[src/rtl/ahb_gpio_pkg.sv]
// Shared register offsets, AHB transfer encodings and the parity helper for the GPIO peripheral.
package ahb_gpio_pkg;

  localparam int unsigned ADDR_IDX_W = 3;

  localparam logic [ADDR_IDX_W-1:0] OFF_DATA     = 3'd0;
  localparam logic [ADDR_IDX_W-1:0] OFF_DIR      = 3'd1;
  localparam logic [ADDR_IDX_W-1:0] OFF_IRQ_EN   = 3'd2;
  localparam logic [ADDR_IDX_W-1:0] OFF_IRQ_POL  = 3'd3;
  localparam logic [ADDR_IDX_W-1:0] OFF_IRQ_STAT = 3'd4;
  localparam logic [ADDR_IDX_W-1:0] OFF_PERR     = 3'd5;

  typedef enum logic [1:0] {
    HTRANS_IDLE   = 2'b00,
    HTRANS_BUSY   = 2'b01,
    HTRANS_NONSEQ = 2'b10,
    HTRANS_SEQ    = 2'b11
  } htrans_e;

  // XOR-reduce with the odd/even select folded in: as a generator it yields the
  // parity bit for a data word; applied to a full bus it yields 1 on a parity failure.
  function automatic logic xor_parity(input logic [32:0] v, input logic odd);
    return (^v) ^ odd;
  endfunction

endpackage

[src/rtl/gpio_in_sync.sv]
// Input synchroniser chain plus one history flop and per-bit rise/fall detection.
module gpio_in_sync #(
  parameter int unsigned N      = 17,
  parameter int unsigned STAGES = 2
) (
  input  logic         i_clk,
  input  logic         i_rst_n,
  input  logic [N-1:0] i_pins,
  output logic [N-1:0] o_sync,
  output logic [N-1:0] o_rise,
  output logic [N-1:0] o_fall
);

  logic [STAGES-1:0][N-1:0] r_stage;
  logic [N-1:0]             r_prev;

  // Shift pins through the synchroniser; r_prev holds the previous synchronised value.
  always_ff @(posedge i_clk or negedge i_rst_n) begin
    if (!i_rst_n) begin
      r_stage <= '0;
      r_prev  <= '0;
    end else begin
      r_stage <= {r_stage[STAGES-2:0], i_pins};
      r_prev  <= r_stage[STAGES-1];
    end
  end

  assign o_sync = r_stage[STAGES-1];
  assign o_rise = o_sync & ~r_prev;
  assign o_fall = ~o_sync & r_prev;

endmodule

[src/rtl/ahb_gpio_irq.sv]
// AHB-Lite GPIO with direction control, edge interrupts (W1C) and pin-bus parity.
module ahb_gpio_irq
  import ahb_gpio_pkg::*;
#(
  parameter int unsigned WIDTH       = 16,
  parameter int unsigned SYNC_STAGES = 2
) (
  input  logic             HCLK,
  input  logic             HRESETn,
  input  logic             HSEL,
  input  logic [31:0]      HADDR,
  input  logic [1:0]       HTRANS,
  input  logic             HWRITE,
  input  logic             HREADY,
  output logic             HREADYOUT,
  input  logic [31:0]      HWDATA,
  output logic [31:0]      HRDATA,
  input  logic [WIDTH:0]   GPIOIN,
  output logic [WIDTH:0]   GPIOOUT,
  output logic [WIDTH-1:0] GPIODIR,
  input  logic             PARITYSEL,
  output logic             PARITYERR,
  output logic             IRQ
);

  localparam int unsigned PRIME_MAX = SYNC_STAGES + 1;
  localparam int unsigned PRIME_W   = $clog2(PRIME_MAX + 1);

  logic                  r_wr;
  logic                  r_rd;
  logic [ADDR_IDX_W-1:0] r_addr;
  logic [WIDTH-1:0]      r_out;
  logic [WIDTH-1:0]      r_dir;
  logic [WIDTH-1:0]      r_en;
  logic [WIDTH-1:0]      r_pol;
  logic [WIDTH-1:0]      r_stat;
  logic                  r_perr;
  logic                  r_parity_err;
  logic [PRIME_W-1:0]    r_prime;

  logic [WIDTH:0]        w_sync;
  logic [WIDTH:0]        w_rise;
  logic [WIDTH:0]        w_fall;
  logic                  w_accept;
  logic                  w_primed;
  logic [WIDTH-1:0]      w_wdata;
  logic [WIDTH-1:0]      w_set;
  logic                  w_par_fail;
  logic                  w_perr_set;
  logic [31:0]           w_rdata;
  logic                  w_unused;

  gpio_in_sync #(
    .N      (WIDTH + 1),
    .STAGES (SYNC_STAGES)
  ) u_in_sync (
    .i_clk   (HCLK),
    .i_rst_n (HRESETn),
    .i_pins  (GPIOIN),
    .o_sync  (w_sync),
    .o_rise  (w_rise),
    .o_fall  (w_fall)
  );

  assign w_accept   = HSEL & HREADY &
                      ((HTRANS == HTRANS_NONSEQ) | (HTRANS == HTRANS_SEQ));
  assign w_primed   = (r_prime == PRIME_W'(PRIME_MAX));
  assign w_wdata    = HWDATA[WIDTH-1:0];
  assign w_set      = w_primed ?
                      (((r_pol & w_rise[WIDTH-1:0]) | (~r_pol & w_fall[WIDTH-1:0])) & ~r_dir) :
                      '0;
  assign w_par_fail = xor_parity(33'(w_sync), PARITYSEL);
  assign w_perr_set = w_primed & w_par_fail;

  // Register the address phase; the bus never stalls so HREADY alone qualifies it.
  always_ff @(posedge HCLK or negedge HRESETn) begin
    if (!HRESETn) begin
      r_wr   <= 1'b0;
      r_rd   <= 1'b0;
      r_addr <= '0;
    end else if (HREADY) begin
      r_wr   <= w_accept & HWRITE;
      r_rd   <= w_accept & ~HWRITE;
      r_addr <= HADDR[4:2];
    end
  end

  // Hold off status and parity-error capture until the synchroniser holds real pin data.
  always_ff @(posedge HCLK or negedge HRESETn) begin
    if (!HRESETn) begin
      r_prime <= '0;
    end else if (!w_primed) begin
      r_prime <= r_prime + PRIME_W'(1);
    end
  end

  // Register file: plain RW registers, W1C status where a new event beats the clear.
  always_ff @(posedge HCLK or negedge HRESETn) begin
    if (!HRESETn) begin
      r_out        <= '0;
      r_dir        <= '0;
      r_en         <= '0;
      r_pol        <= '0;
      r_stat       <= '0;
      r_perr       <= 1'b0;
      r_parity_err <= 1'b0;
    end else begin
      if (r_wr && r_addr == OFF_DATA)    r_out <= w_wdata;
      if (r_wr && r_addr == OFF_DIR)     r_dir <= w_wdata;
      if (r_wr && r_addr == OFF_IRQ_EN)  r_en  <= w_wdata;
      if (r_wr && r_addr == OFF_IRQ_POL) r_pol <= w_wdata;
      r_stat       <= (r_stat & ~((r_wr && r_addr == OFF_IRQ_STAT) ? w_wdata : '0)) | w_set;
      r_perr       <= (r_perr & ~(r_wr && r_addr == OFF_PERR && HWDATA[0])) | w_perr_set;
      r_parity_err <= w_perr_set;
    end
  end

  // Read mux from the registered data-phase address.
  always_comb begin
    w_rdata = '0;
    case (r_addr)
      OFF_DATA:     w_rdata = 32'((r_dir & r_out) | (~r_dir & w_sync[WIDTH-1:0]));
      OFF_DIR:      w_rdata = 32'(r_dir);
      OFF_IRQ_EN:   w_rdata = 32'(r_en);
      OFF_IRQ_POL:  w_rdata = 32'(r_pol);
      OFF_IRQ_STAT: w_rdata = 32'(r_stat);
      OFF_PERR:     w_rdata = 32'(r_perr);
      default:      w_rdata = '0;
    endcase
  end

  assign HRDATA    = r_rd ? w_rdata : '0;
  assign HREADYOUT = 1'b1;
  assign GPIOOUT   = {xor_parity(33'(r_out), PARITYSEL), r_out};
  assign GPIODIR   = r_dir;
  assign PARITYERR = r_parity_err;
  assign IRQ       = |(r_stat & r_en);

  // Address bits outside the decode window and the parity bit's edges are not used.
  assign w_unused = ^{HADDR[31:5], HADDR[1:0], HWDATA, w_rise[WIDTH], w_fall[WIDTH]};

endmodule

[config.mk]
export PLATFORM = sky130hd
export DESIGN_NAME = ahb_gpio_irq
export DESIGN_NICKNAME = d
export VERILOG_FILES = /design/src/rtl/ahb_gpio_pkg.sv /design/src/rtl/gpio_in_sync.sv /design/src/rtl/ahb_gpio_irq.sv
export SDC_FILE = /design/constraint.sdc
export NUM_CORES = 1
export LEC_CHECK = 0
export BUFFER_PORTS_ARGS = -buffer_cell sky130_fd_sc_hd__buf_4
export CAP_MARGIN = 40
export CORE_ASPECT_RATIO = 1.1
export CORE_MARGIN = 10
export CORE_UTILIZATION = 45
export CTS_CLUSTER_SIZE = 28
export DETAILED_ROUTE_END_ITERATION = 16
export PLACE_DENSITY = 0.78
export SYNTH_ARGS = -nofsm -noshare
export SYNTH_HDL_FRONTEND = slang
export SYNTH_HIERARCHICAL = 1
export SYNTH_SLANG_ARGS = --single-unit
[constraint.sdc]
create_clock -name HCLK -period 1.9 [get_ports HCLK]
set_input_delay 0.19 -clock HCLK [delete_from_list [all_inputs] [get_ports HCLK]]
set_output_delay 0.19 -clock HCLK [all_outputs]
set_load 0.05 [all_outputs]
==> results of run 1 <==
-- power by group --
part | total [uW] | leakage (uW) | switching, uW | internal (uW)
Clock | 3030 | 0.000261 | 1210 | 1830
Combinational | 5520 | 0.00202 | 3160 | 2350
Sequential | 4240 | 0.00160 | 642 | 3600
Total | 12800 | 0.00388 | 5010 | 7780
-- what timing repair did --
item | 4_1_cts | 5_1_grt
endpoints found under the hold margin | 68 | 0
hold buffers | 20 | 0
resized for setup | 76 | 25
buffers inserted | 8 | 3
pin swaps | 23 | 12
endpoints found under the setup margin | 18 | 36
cloned | 3 | 0
-- flip-flops by register name (all words and copies together) (netlist names), 2 cells and up --
signal	flops
GPIODIR	16
r_addr	3
r_en	16
r_out	16
r_pol	16
r_prime	2
r_stat	16
u_in_sync/o_sync	17
u_in_sync/r_prev	16
u_in_sync/r_stage	17
-- cells in the final DEF, fill, tap and decap left out, types with 4 or more instances in the layout --
cell type / n
sky130_fd_sc_hd__a221oi_2: 5
sky130_fd_sc_hd__a32o_1: 16
sky130_fd_sc_hd__o221ai_1: 11
sky130_fd_sc_hd__mux2_2: 55
sky130_fd_sc_hd__buf_6: 19
sky130_fd_sc_hd__and2_4: 13
sky130_fd_sc_hd__and2_1: 4
sky130_fd_sc_hd__nand2_1: 35
sky130_fd_sc_hd__conb_1: 17
sky130_fd_sc_hd__and2b_2: 32
sky130_fd_sc_hd__mux2_4: 12
sky130_fd_sc_hd__buf_4: 106
sky130_fd_sc_hd__clkbuf_16: 17
sky130_fd_sc_hd__xnor2_1: 14
sky130_fd_sc_hd__o221ai_2: 4
sky130_fd_sc_hd__dfrtp_1: 136
sky130_fd_sc_hd__a32oi_1: 10
sky130_fd_sc_hd__a32oi_2: 5
sky130_fd_sc_hd__buf_8: 10
sky130_fd_sc_hd__clkbuf_8: 5
sky130_fd_sc_hd__inv_1: 18
sky130_fd_sc_hd__a22o_1: 4
sky130_fd_sc_hd__o21ai_0: 32
sky130_fd_sc_hd__dlygate4sd3_1: 20
sky130_fd_sc_hd__a22oi_1: 15
sky130_fd_sc_hd__xnor2_2: 9
-- final cells by class --
type / instances / area (um^2)
Clock inverter: 6 / 37.54
Tap cell: 192 / 240.2
Timing Repair Buffer: 158 / 1420
Multi-Input combinational cell: 325 / 2938
Inverter: 18 / 67.56
Clock buffer: 25 / 505.5
Sequential cell: 139 / 3482
Fill cell: 1076 / 5583
-- final timing paths --
path	end	slack (ns)
max reg2reg	r_en[11]	0.03
min	r_rd	0.007
max	GPIOOUT[16]	-0.27
min reg2reg	u_in_sync/o_sync[5]	0.34
max in group asynchronous	r_en[11]	0.96
min in group asynchronous	GPIODIR[14]	0.28
-- layer usage --
metal,up-vias,share of wire (%),global-route usage [%]
met3,44,7.9,5.353
met4,0,3.3,9.532
met1,2445,39,21.14
li1,2101,-,-
met5,-,0,0
met2,249,50,30.11
-- per-stage QoR --
stage               cell area (um^2)  hold WS (ns)
floorplan                       6585       -0.1056
global placement                7427        0.1735
detailed placement              7427        0.1827
CTS                             8523      0.005727
global route                    8691      0.004157
finish                          8691      0.006935
==> summary.txt, run 1 <==
CTS
  – H-tree levels: 4
  – Number of clock sinks: 139
  – TritonCTS clock tree: built
  – Root Driver: sky130_fd_sc_hd__clkbuf_16
  – CTS Buf Count: 17
  – Maximum root-to-sink buffer count: 2
  – Latest clock arrival within the worst-skew pair: 0.42 ns
  – Clock slew seen by the registers of the worst setup and hold paths: 0.06 ns

Setup path
  – Worst setup path class: reg -> out
  – R2r worst-path depth: 6
  – R2r startpoint: r_addr[2]
  – Data arrival time at the worst-slack endpoint: 1.98 ns
  – Cell type with the highest occurrence count on the critical path: sky130_fd_sc_hd__xnor2_2
  – Slowest stage delay, CP: 0.42 ns
  – Category of cells accounting for the largest share of critical-path delay: XOR/XNOR gates
  – Cell with the largest stage delay on the worst path: sky130_fd_sc_hd__dfrtp_1
  – Crit-path max FO: 2
  – Nature of the critical path endpoint: output pin
  – Ordered list of cells on the worst path: xor2_2 -> xnor2_2 -> xnor2_2 -> xnor2_2 -> xnor2_2 -> buf_6
  – Number of buffer and inverter stages on the critical path: 1
  – Origin of the worst setup path: r_out[10]
  – Element type at the critical path start: flip-flop
  – Count of cell instances traversed by the critical path: 6
  – Data required time at the worst endpoint: 1.71 ns

Power and ir drop
  – Cell Pwr Density: 1472 nW/um^2
  – Leak Pwr: 0.003878 uW
  – Total power: 12790 uW
  – Highest ir drop seen on vdd: 1.130 mV

Timing
  – Worst-case setup margin in the final layout: -0.2724 ns
  – Post-layout min period: 2.172 ns
  – Setup tns final: -4.095 ns
  – Max-slew violation count: 0
  – Maximum clock skew at final layout: 0.008311 ns
  – Hold Fails Final Rpt: 0
  – Ratio of final minimum period to clock period: 114.3%
  – Worst-case headroom to the max-slew limit: 64.95%
  – Unrepaired setup endpoints after global routing: yes
  – Number of setup violations in the final report: 18
  – Highest clock rate: 460.3 MHz
  – Slew of the pin with the lowest slew margin: 0.5258 ns

Finish
  – Layout-stage area growth over the synthesis result: 33.58%
  – Antenna Diode Count: 0
  – Nets: 749
  – Layout Utilization: 60.89%
  – Filler-free cell count of the finished design: 863
  – Fraction of layout instances using a drive strength above 1: 47.39%

Drt
  – Iteration-0 DRC Markers: 422
  – 1st-pass router iterations: 5
  – Via count: 4839
  – Final routed DRC violation total: 0
  – Via/cell ratio: 5.607
  – DR WL/cell: 21.24 um
  – Count of antenna-violating nets left after detailed routing: 0
  – Routed WL: 18.33 mm

Placement
  – Post-Place Cells: 799
  – Detailed-placement wirelength estimate: 12.07 mm
  – Worst slack at placement: 0.04664 ns
  – Port Buffers: 93
  – Routability-driven placement congestion ratio: 0.8320

Global route
  – Global-route wire length before repair: 28.54 mm
  – Number of antenna violations at the first check in global routing: 0
  – Remaining global-route overflow: 0
  – Tot GR Track Use: 18.34%
  – Via count of the first global-routing pass: 5324
  – Maximum number of pins on one net before global-route repair: 55

Hold path
  – Worst min path class: in -> reg
  – Depth of the worst hold-timing path: 2
  – HP Start: HREADY

Synth
  – Count of yosys warnings during synthesis: 6
  – Synthesized area per cell: 12.37 um^2
  – Post-synthesis cell count: 526
  – Post-Synthesis Cell Area: 6506 um^2

Flow run
  – Number of max-capacitance violations reported: 0

Outcome
  – Run status: finished with violations
  – Failing checks: setup timing

Floorplan
  – Area of the die: 19670 um^2
  – Height of the chip: 146.1 um
  – Effective utilization at floorplan: 45.58%
  – Core box area: 14270 um^2
  – Number of rows in the core area: 46
  – Horizontal extent of the die: 134.6 um
  – Number of top-level design ports: 157
(Power assumes the default switching activity.)
==> run 2, diff against run 1 <==
Settings changed: ABC_AREA from default to 1, PLACE_DENSITY 0.78 to 0.77.
==> run 2 against run 1 <==
  * The run still ends with setup timing left
  * Area after synthesis rose by 6.2%
  * Synthesized cell count rose by 44%
  * Setup slack improved by 0.023 ns
  * Largest power group unchanged
  * Design area rose by 5.8%
  * Non-clock buffer count fell by 4
  * Critical path depth rose by 1
  * Highest routed layer unchanged
  * Clock skew fell by 0.0016 ns
  * Total power rose by 0.52%
==> summary.txt, run 2 <==
Global route
  – Number of antenna violations at the first check in global routing: 0 (unchanged)
  – Remaining global-route overflow: 0 (unchanged)
  – Via count of the first global-routing pass: 5628 (+5.7%)
  – Global-route wire length before repair: 29.28 mm (+2.6%)
  – Tot GR Track Use: 17.56% (-0.78 points)
  – Maximum number of pins on one net before global-route repair: 52 (-5.5%)

Setup path
  – Slowest stage delay, CP: 0.40 ns (-0.02 ns)
  – R2r worst-path depth: 9 (+3)
  – Category of cells accounting for the largest share of critical-path delay: buffers and inverters
  – Data arrival time at the worst-slack endpoint: 1.96 ns (-0.02 ns)
  – Worst setup path class: reg -> out
  – Nature of the critical path endpoint: output pin
  – Cell type with the highest occurrence count on the critical path: sky130_fd_sc_hd__buf_6
  – Number of buffer and inverter stages on the critical path: 4 (+3)
  – Element type at the critical path start: flip-flop
  – Cell with the largest stage delay on the worst path: sky130_fd_sc_hd__dfrtp_1
  – Count of cell instances traversed by the critical path: 7 (+1)
  – Data required time at the worst endpoint: 1.71 ns (about the same)
  – Crit-path max FO: 8 (+6)
  – Ordered list of cells on the worst path: buf_6 -> nor3_4 -> buf_12 -> clkbuf_16 -> nand2_4 -> a41oi_2 -> buf_6

Placement
  – Detailed-placement wirelength estimate: 12.41 mm (+2.8%)
  – Routability-driven placement congestion ratio: 0.8275 (-0.54%)
  – Post-Place Cells: 1023 (+28%)
  – Port Buffers: 93 (unchanged)

Floorplan
  – Core box area: 15050 um^2 (+5.5%)
  – Effective utilization at floorplan: 45.89% (+0.30 points)
  – Area of the die: 20710 um^2 (+5.3%)
  – Height of the chip: 149.9 um (+2.6%)
  – Horizontal extent of the die: 138.1 um (+2.6%)
  – Number of rows in the core area: 47 (+2.2%)
  – Number of top-level design ports: 157 (unchanged)

Timing
  – Post-layout min period: 2.149 ns (-0.02302 ns)
  – Unrepaired setup endpoints after global routing: yes
  – Worst-case headroom to the max-slew limit: 66.39% (+1.4 points)
  – Number of setup violations in the final report: 18 (unchanged)
  – Worst-case setup margin in the final layout: -0.2494 ns (+0.02302 ns)
  – Maximum clock skew at final layout: 0.006702 ns (-0.001610 ns)
  – Highest clock rate: 465.3 MHz (+1.1%)
  – Setup tns final: -3.469 ns (+0.6259 ns)
  – Ratio of final minimum period to clock period: 113.1% (-1.2 points)
  – Slew of the pin with the lowest slew margin: 0.5041 ns (-0.02168 ns)
  – Max-slew violation count: 0 (unchanged)
  – Hold Fails Final Rpt: 0 (unchanged)

CTS
  – Maximum root-to-sink buffer count: 2 (unchanged)
  – Number of clock sinks: 139 (unchanged)
  – TritonCTS clock tree: built
  – H-tree levels: 4 (unchanged)
  – CTS Buf Count: 17 (unchanged)
  – Latest clock arrival within the worst-skew pair: 0.43 ns (about the same)
  – Clock slew seen by the registers of the worst setup and hold paths: 0.06 ns (about the same)
  – Root Driver: sky130_fd_sc_hd__clkbuf_16

Power and ir drop
  – Highest ir drop seen on vdd: 2.036 mV (+80%)
  – Leak Pwr: 0.004516 uW (+16%)
  – Total power: 12860 uW (+0.52%)
  – Cell Pwr Density: 1398 nW/um^2 (-5.0%)

Synth
  – Count of yosys warnings during synthesis: 6 (unchanged)
  – Post-synthesis cell count: 755 (+44%)
  – Synthesized area per cell: 9.150 um^2 (-26%)
  – Post-Synthesis Cell Area: 6908 um^2 (+6.2%)

Drt
  – Count of antenna-violating nets left after detailed routing: 0 (unchanged)
  – Iteration-0 DRC Markers: 574 (+36%)
  – Final routed DRC violation total: 0 (unchanged)
  – Via count: 5785 (+20%)
  – Routed WL: 19.72 mm (+7.6%)
  – Via/cell ratio: 5.264 (-6.1%)
  – 1st-pass router iterations: 5 (unchanged)
  – DR WL/cell: 17.94 um (-16%)

Outcome
  – Run status: finished with violations
  – Failing checks: setup timing

Finish
  – Fraction of layout instances using a drive strength above 1: 30.90% (-16 points)
  – Commonest non-fill, non-tap cell in the layout: sky130_fd_sc_hd__nand2_1
  – Filler-free cell count of the finished design: 1099 (+27%)
  – Antenna Diode Count: 0 (unchanged)
  – Commonest cells after routing, fill and taps aside: 187 x sky130_fd_sc_hd__nand2_1, 137 x sky130_fd_sc_hd__dfrtp_1, 100 x sky130_fd_sc_hd__buf_4, 83 x sky130_fd_sc_hd__inv_1
  – Layout-stage area growth over the synthesis result: 33.11%
  – Number of filler cells placed in the layout: 1286 (+20%)
  – Nets: 981 (+31%)

Hold path
  – Depth of the worst hold-timing path: 2 (unchanged)
  – Worst min path class: in -> reg

Flow run
  – Number of max-capacitance violations reported: 0 (unchanged)
-- run 2: repair_timing --
item	CTS	global route
pin swaps	11	16
hold buffers	22	0
cloned	0	8
endpoints found under the hold margin	67	0
endpoints found under the setup margin	18	18
gates resized for setup	43	49
setup buffers	9	6
-- run 2: report_power, final --
part / switching (uW) / total [uW] / internal [uW]
sequential: 854 / 4480 / 3630
combinational: 3080 / 4980 / 1900
clock: 1200 / 3400 / 2190
-- run 2: final timing paths --
path                       slack, ns            startpoint                    to
min in group asynchronous       0.29               HRESETn  u_in_sync/r_stage[4]
hold reg to reg                 0.34  u_in_sync/r_stage[2]   u_in_sync/o_sync[2]
hold / removal                 0.009                HREADY                  r_rd
setup reg to reg                0.07             r_addr[0]              r_out[3]
setup / recovery               -0.25             r_addr[0]             HRDATA[3]
max in group asynchronous       0.99               HRESETn   u_in_sync/r_prev[1]
-- run 2: final cells by class --
cell class,instances,area (um^2),share of cell area (%)
Clock buffer,25,495.5,5.388
Clock inverter,6,110.1,1.197
Inverter,91,364.1,3.960
Multi-Input combinational cell,485,3023,32.88
Sequential cell,139,3481,37.86
Tap cell,196,245.2,2.667
Timing Repair Buffer,154,1456,15.84
Timing Repair inverter,3,20.02,0.2177
-- run 2: worst reg2reg max path, cell delays in order, from the launching register on --
cell and delay [ns]:
sky130_fd_sc_hd__dfrtp_1 0.40, sky130_fd_sc_hd__buf_6 0.13, sky130_fd_sc_hd__nor3_4 0.20, sky130_fd_sc_hd__buf_12 0.15, sky130_fd_sc_hd__clkbuf_16 0.18, sky130_fd_sc_hd__buf_4 0.13
sky130_fd_sc_hd__nand2_2 0.04, sky130_fd_sc_hd__buf_4 0.26, sky130_fd_sc_hd__nand2_1 0.11, sky130_fd_sc_hd__o21ai_0 0.10
-- run 2: per-stage QoR --
stage | hold WS, ns | utilization, % | instance area, um^2 | setup WS [ns]
after floorplan | -0.1056 | - | 7008 | 0.02152
after global placement | 0.1774 | 51.30 | 7724 | 0.1671
after detailed placement | 0.1806 | 51.30 | 7724 | 0.1583
after CTS | 0.0002505 | 58.53 | 8811 | -0.1660
after global routing | 0.008913 | 61.08 | 9195 | -0.3102
final | 0.009205 | 61.08 | 9195 | -0.2494
-- run 2: metal layers --
| layer | global-route usage (%) | up-vias | wire length [um] |
|---|---|---|---|
| li1 | - | 2697 | - |
| met1 | 21.42 | 2810 | 8123 |
| met2 | 29.01 | 243 | 9640 |
| met3 | 5.103 | 35 | 1522 |
| met4 | 6.435 | 0 | 429 |
| met5 | 0 | - | 0 |
